$ cat src/rtl/shift_cmd_seq.sv
// Command sequencer feeding a 4-bit universal shift register: buffers
// (data, op, hold) commands in a FIFO and issues each as LOAD + EXEC cycles.
module shift_cmd_seq #(
    parameter int unsigned DEPTH = 4,
    parameter int unsigned CNT_W = 8
) (
    input  logic             clk,
    input  logic             rst,
    input  logic             cmd_valid,
    output logic             cmd_ready,
    input  logic [3:0]       cmd_data,
    input  logic [2:0]       cmd_op,
    input  logic [1:0]       cmd_hold,
    output logic [3:0]       sr_in,
    output logic [2:0]       sr_sel,
    output logic             sr_load,
    output logic             busy,
    output logic             done,
    output logic [CNT_W-1:0] done_cnt
);

    localparam int unsigned AW    = (DEPTH > 1) ? $clog2(DEPTH) : 1;
    localparam int unsigned ENT_W = 9;
    localparam logic [2:0]  SEL_HOLD = 3'b011;

    typedef enum logic [1:0] {
        IDLE = 2'd0,
        LOAD = 2'd1,
        EXEC = 2'd2
    } state_t;

    state_t           state;
    logic [ENT_W-1:0] mem [DEPTH];
    logic [AW-1:0]    wr_ptr;
    logic [AW-1:0]    rd_ptr;
    logic [AW:0]      count;
    logic [AW:0]      count_nxt;
    logic             push;
    logic             pop;
    logic             cmd_done;
    logic [ENT_W-1:0] head;
    logic [3:0]       cur_data;
    logic [2:0]       cur_op;
    logic [1:0]       cur_hold;
    logic [1:0]       hcnt;

    // Handshake, pop decision and occupancy update
    always_comb begin
        push      = cmd_valid && cmd_ready;
        cmd_done  = (state == EXEC) && (hcnt == 2'd0);
        pop       = (count != '0) && ((state == IDLE) || cmd_done);
        head      = mem[rd_ptr];
        count_nxt = count;
        if (push && !pop) begin
            count_nxt = count + 1'b1;
        end else if (pop && !push) begin
            count_nxt = count - 1'b1;
        end
    end

    // Storage array needs no reset: entries are only read once written
    always_ff @(posedge clk) begin
        if (push) begin
            mem[wr_ptr] <= {cmd_data, cmd_op, cmd_hold};
        end
    end

    always_ff @(posedge clk or posedge rst) begin
        if (rst) begin
            wr_ptr    <= '0;
            rd_ptr    <= '0;
            count     <= '0;
            cmd_ready <= 1'b1;
        end else begin
            if (push) begin
                wr_ptr <= wr_ptr + 1'b1;
            end
            if (pop) begin
                rd_ptr <= rd_ptr + 1'b1;
            end
            count     <= count_nxt;
            cmd_ready <= count_nxt < (AW+1)'(DEPTH);
        end
    end

    // Sequencer FSM with registered shift-register drive
    always_ff @(posedge clk or posedge rst) begin
        if (rst) begin
            state    <= IDLE;
            cur_data <= '0;
            cur_op   <= '0;
            cur_hold <= '0;
            hcnt     <= '0;
            sr_in    <= '0;
            sr_sel   <= SEL_HOLD;
            sr_load  <= 1'b0;
            busy     <= 1'b0;
            done     <= 1'b0;
            done_cnt <= '0;
        end else begin
            done <= 1'b0;
            if (cmd_done) begin
                done     <= 1'b1;
                done_cnt <= done_cnt + 1'b1;
            end
            if (pop) begin
                state    <= LOAD;
                cur_data <= head[8:5];
                cur_op   <= head[4:2];
                cur_hold <= head[1:0];
                sr_load  <= 1'b1;
                sr_in    <= head[8:5];
                sr_sel   <= SEL_HOLD;
                busy     <= 1'b1;
            end else begin
                case (state)
                    LOAD: begin
                        state   <= EXEC;
                        hcnt    <= cur_hold;
                        sr_load <= 1'b0;
                        sr_in   <= cur_data;
                        sr_sel  <= cur_op;
                        busy    <= 1'b1;
                    end
                    EXEC: begin
                        if (cmd_done) begin
                            state   <= IDLE;
                            sr_load <= 1'b0;
                            sr_in   <= '0;
                            sr_sel  <= SEL_HOLD;
                            busy    <= 1'b0;
                        end else begin
                            hcnt <= hcnt - 1'b1;
                        end
                    end
                    IDLE: begin
                        state <= IDLE;
                    end
                    default: begin
                        state   <= IDLE;
                        sr_load <= 1'b0;
                        sr_in   <= '0;
                        sr_sel  <= SEL_HOLD;
                        busy    <= 1'b0;
                    end
                endcase
            end
        end
    end

endmodule

$ cat config.mk
export PLATFORM = sky130hd
export DESIGN_NAME = shift_cmd_seq
export DESIGN_NICKNAME = d
export VERILOG_FILES = /design/src/rtl/shift_cmd_seq.sv
export SDC_FILE = /design/constraint.sdc
export NUM_CORES = 1
export LEC_CHECK = 0
export BUFFER_PORTS_ARGS = -buffer_cell sky130_fd_sc_hd__buf_4
export CAP_MARGIN = 5
export CORE_AREA = 2 2 82 84
export CTS_CLUSTER_DIAMETER = 80
export DETAILED_ROUTE_END_ITERATION = 16
export DIE_AREA = 0 0 84 86
export PLACE_DENSITY = 0.84
export SLEW_MARGIN = 20
export SYNTH_ARGS = -nofsm -noshare
export SYNTH_HDL_FRONTEND = slang
export SYNTH_SLANG_ARGS = --single-unit
$ cat constraint.sdc
create_clock -name clk -period 1.9 [get_ports clk]
set_input_delay 0.57 -clock clk [delete_from_list [all_inputs] [get_ports clk]]
set_output_delay 0.57 -clock clk [all_outputs]
set_load 0.02 [all_outputs]
Word-level counts from Yosys, hierarchy flattened
Memories as Yosys holds them, arrays and structs flattened.
Cells that the tools add are included.
{"block": "totals", "mem_bits_ro": 0, "input_bits": 12, "ram_bits": 36, "ff_bits": 39, "latchBits": 0, "memories": 1}
{"memory": "mem", "words": 4, "word_bits": 9, "read_ports": 1, "rd_clocked_by_memory_dff": 0, "write_ports": 1, "line_no": "33", "rtl": "logic [ENT_W-1:0] mem [DEPTH];"}
{"block": "classes", "shifts": 0, "bitwise_logic": 1, "n_addsub": 6, "n_mul": 0, "n_lt_le_gt_ge": 1, "n_mux": 21, "eq_ne": 5, "reduce_logical": 14, "div_mod_pow": 0}
{"op": "$mux W3", "count": 4}
{"op": "$pmux W4 S3", "count": 1}
{"op": "$pmux W3 S3", "count": 1}
{"op": "$add A8 B1 Y8 const B", "count": 1}
{"op": "$mux W4", "count": 2}
{"op": "$pmux W2 S2", "count": 2}
{"op": "$mux W1", "count": 6}
{"op": "$mux W2", "count": 3}
{"op": "$logic_and A1 B1 Y1", "count": 5}
{"op": "$add A2 B1 Y2 const B", "count": 2}
{"op": "$logic_not A2 Y1", "count": 2}
{"op": "$ne A2 B2 Y1 const B", "count": 2}
{"op": "$add A3 B1 Y3 const B", "count": 1}
{"op": "$lt A3 B3 Y1 const B", "count": 1}
{"op": "$ne A3 B3 Y1 const B", "count": 1}
{"op": "$pmux W1 S3", "count": 1}
{"op": "$reduce_and A3 Y1", "count": 1}
{"op": "$reduce_bool A3 Y1", "count": 1}
{"op": "$sub A3 B1 Y3 const B", "count": 1}
{"op": "$eq A2 B1 Y1 const B", "count": 1}
{"op": "$eq A2 B2 Y1 const B", "count": 1}
{"op": "$logic_not A1 Y1", "count": 2}
{"op": "$pmux W1 S2", "count": 1}
{"op": "$reduce_and A2 Y1", "count": 1}
{"op": "4 further kinds", "count": 4}

Logic depth before layout (Yosys ltp)
{"block": "depth", "ltp_word": 8, "mapped_depth": 11, "mapped_depth_nobuf": 9}

Worst setup path before layout
Ideal clock, no wire load.
{"block": "synth_timing", "kind": "reg-to-reg", "startpoint": "register state[0]", "endpoint": "register (tool-made name)", "path_stages_with_launch": 12, "slack_ns": -0.094, "n_path_buf": 2, "arrival_time_ns": 1.904, "setup_ns": 0.090, "t_required_ns": 1.810, "period_less_slack_ns": 1.994, "cell_sequence": "dfrtp_1 -> inv_1 -> ha_1 -> buf_6 -> a21o_1 -> buf_2 -> nand2_2 -> inv_2 -> ha_1 -> nor2_1 -> mux2i_1 -> o221ai_1"}
{"item": "from (decl)", "line_no": "32", "rtl": "state_t state;"}
{"item": "from (signal assigned)", "line_no": "89", "rtl": "state <= IDLE;"}
{"item": "from (signal assigned)", "line_no": "107", "rtl": "state <= LOAD;"}
{"item": "from (signal assigned)", "line_no": "118", "rtl": "state <= EXEC;"}

==> impl_metrics.tcl <==
set metrics [dict create \
    ant_nets 0 \
    first_pass_iters 4 \
    synth_cell_types 44 \
    leakage_nw 1.59 \
    fin_crit_sh 0.931 \
    dp_worst_setup_slack_ns 0.0621 \
    io_buffers 30 \
    synth_edf_count 36 \
    grt_overflow 0 \
    total_power_mw 6.44 \
    worstSkewPairLatency_ns 0.36 \
    antennaDiodeCount 0 \
    critPathLaunchType "register" \
    synthArstFlopShare 0.520 \
    fmax_mhz 565 \
    path_class "register to register" \
    synth_cells 228 \
    grt_pass1_wl_um 9830 \
    cp-end-kind "register" \
    grt_max_degree 40 \
    swShare 0.367 \
    ys_ff_latch 75 \
    antenna_found_initial 0 \
    peakVddDrop_mv 0.801 \
    drtIter0Drc 76 \
    ff2ff_setup_slack_ns 0.13 \
    fin_setup_tns_ns 0 \
    timing.rr.start "state[1]$_DFFE_PP0P_" \
    grtUsageTotal 0.181 \
    combPwrFrac 0.412 \
    report.final.slew_viol_count 0 \
    core-area_sq_um 6280 \
    switchingPower_mw 2.36 \
    p_per_area_nw_per_um2 1690 \
    cts_buffer_depth 2 \
    clock_skew_ns 0.0119 \
    cts_buffers 9 \
    drc 0 \
    post_cts_buffers 0 \
    status "finished clean" \
    cp_data_required_time_ns 2.13 \
    start_util 0.515 \
    dpl.cell_count 334 \
    rsz0062_at_grt "false" \
    drv_cap 0 \
    fin_crit_ns 1.77 \
    holdBufCountCts 0 \
    clk_pin_slew_ns 0.08 \
    via_per_inst 5.41 \
    die_w_um 84 \
    drt-total-wl_um 5850 \
    nets 294 \
    synth_nets 254 \
    pin_count 31 \
    clkPwrFrac 0.192 \
    yosysSeqAreaShare 0.637 \
    pwr-share-seq 0.396 \
    drive_above_1_share 0.289 \
    areaGrowthSynthToFinish_pct 17.8 \
    wl_per_cell_um 16.7 \
    internal_power_mw 4.07 \
    hpwl_um 4010 \
    synth.avg_cell_area_sq_um 14.2 \
    worstPathArrival_ns 2.00 \
    dieArea_sq_um 7220 \
    synth_area_sq_um 3240 \
    vias 1893 \
    synth_area_leaders "edfxtp_1 (33%), dfrtp_1 (28%), mux4_2 (6.3%), ha_1 (5.4%), dfstp_2 (2.4%)" \
    cp-startpoint "state[1]$_DFFE_PP0P_" \
    worstPathMaxFanout 6 \
    r2r_cells 9 \
    yosys_most_used_dff "edfxtp_1" \
    hold_class "input port to asynchronous set/reset pin" \
    hold_ws_ns 0.335 \
    routabilityCongestion 0.810 \
    yosysTopAreaCell "edfxtp_1" \
    synth.top_cell.area_share 0.334 \
    worst_slack_ns 0.131 \
    finalSetupViolations 0 \
    instances_no_fill 350 \
    worst_slew_pin_slew_ns 0.501 \
    cts.sinks 75 \
    yosys_warnings 0 \
    hold_violations 0 \
    num_rows 29 \
    die_h_um 86 \
    cts_tree "yes" \
    first_global_vias 2029 \
    h-tree-depth 3 \
    ctsRootBufferMaster "clkbuf_8" \
    slew_headroom 0.666 \
]
==> layer usage <==
layer | track usage | routed length, um | vias up
met4 | 0.103 | 123 | 0
met3 | 0.0443 | 215 | 10
li1 | - | - | 915
met5 | 0 | 0 | -
met2 | 0.306 | 2920 | 37
met1 | 0.213 | 2600 | 931
==> power groups by stage <==
stage          logic [mW]  registers [mW]  clock network, mW
3_3_place_gp         2.44            2.54                  0
6_report             2.65            2.55               1.24
5_1_grt              2.93            2.61               1.33
3_5_place_dp         2.57            2.57                  0
4_1_cts              2.59            2.55               1.26
2_1_floorplan        1.75            2.62                  0
==> flip-flops by register name, indices dropped and copies added, names as in the netlist, named ones only <==
signal / cells
sr_load: 1
sr_sel: 3
mem: 36
done: 1
cur_data: 4
rd_ptr: 2
cur_hold: 2
sr_in: 4
wr_ptr: 2
done_cnt: 8
cur_op: 3
cmd_ready: 1
count: 2
busy: 1
state: 2
hcnt: 2
==> cells in the mapped netlist (2+ instances only) <==
library cell  number
a21o_1             2
a21oi_1            6
a31oi_1            4
and3_1             4
buf_2              4
buf_6              3
dfrtp_1           36
dfstp_2            3
edfxtp_1          36
ha_1              14
inv_1             17
mux2_2             3
mux2i_1            5
mux4_2             9
nand2_1           14
nand3_1           11
nand4_1            3
nor2_1             4
nor3_1             2
o211ai_1           5
o21ai_0            8
o21ai_1            3
o22a_1             2
xnor2_1            9
xor2_1             2
==> worst min-delay path by stage <==
stage	start	end	slack (ns)	cells after the start
6_report	rst	rd_ptr[1]$_DFFE_PP0P_	0.34	3
5_1_grt	rst	done_cnt[0]$_DFFE_PP0P_	0.38	3
4_1_cts	rst	done_cnt[2]$_DFFE_PP0P_	0.34	3
3_5_place_dp	done_cnt[7]$_DFFE_PP0P_	done_cnt[7]$_DFFE_PP0P_	0.47	1
3_3_place_gp	done_cnt[7]$_DFFE_PP0P_	done_cnt[7]$_DFFE_PP0P_	0.46	1
2_1_floorplan	cur_op[0]$_DFFE_PP0P_	sr_sel[0]$_DFFE_PP1P_	0.46	1
==> layout make-up <==
class / instances / area (sq um)
Fill cell: 485 / 2470
Sequential cell: 75 / 2060
Multi-Input combinational cell: 126 / 1100
Timing Repair Buffer: 38 / 285
Clock buffer: 10 / 128
Tap cell: 77 / 96.3
Clock inverter: 6 / 71.3
Inverter: 18 / 67.6
==> cell families (layout without fill, tap and decap cells) <==
| logic type | after synthesis | in the layout | share of synthesized area |
|---|---|---|---|
| adder cells (fa/ha/maj) | 14 | 14 | 0.0541 |
| AO/OA/AOI/OAI | 37 | 37 | 0.0735 |
| multiplexers | 18 | 18 | 0.0920 |
| buffers and inverters | 27 | 72 | 0.0410 |
| XOR/XNOR | 11 | 11 | 0.0298 |
| flip-flops | 75 | 75 | 0.637 |
| AND/OR/NAND/NOR | 46 | 46 | 0.0727 |
==> timing repair <==
action                                  4_1_cts  5_1_grt
endpoints found under the hold margin         0        0
endpoints found under the setup margin        0        4
gates resized for setup                       0       10
==> through the flow <==
step           instance area, sq um   util
3_5_place_dp                   3570  0.569
4_1_cts                        3770  0.600
3_3_place_gp                   3570  0.569
6_report                       3810  0.607
5_1_grt                        3810  0.607
2_1_floorplan                  3250      -
==> placed cells by master, fill, tap and decap left out, types with 2 or more instances in the layout <==
master and instances:
nand2_1 14, xor2_1 2, o21ai_0 7, mux2_2 3, nor3_1 2, o22a_1 2, nor2_1 4, a21oi_1 6
xnor2_1 9, a31oi_1 4, dfstp_2 3, inv_6 2, and3_1 4, a21o_1 2, inv_1 15, o21ai_1 4
clkbuf_8 9, nand3_1 11, buf_4 38, edfxtp_1 36, clkinvlp_4 2, ha_1 10, o211ai_1 5, mux2i_1 5
mux4_2 9, ha_4 4, dfrtp_1 36, nand4_1 3, inv_2 3
==> worst max-delay path: stages, from the launching register on <==
cell	delay, ns
dfrtp_1	0.43
inv_2	0.08
ha_4	0.18
a21o_1	0.19
nand2_4	0.10
inv_2	0.05
ha_4	0.29
nor2_1	0.05
mux2i_1	0.15
o221ai_1	0.13
Note: power is estimated with default switching activity, not from simulation.
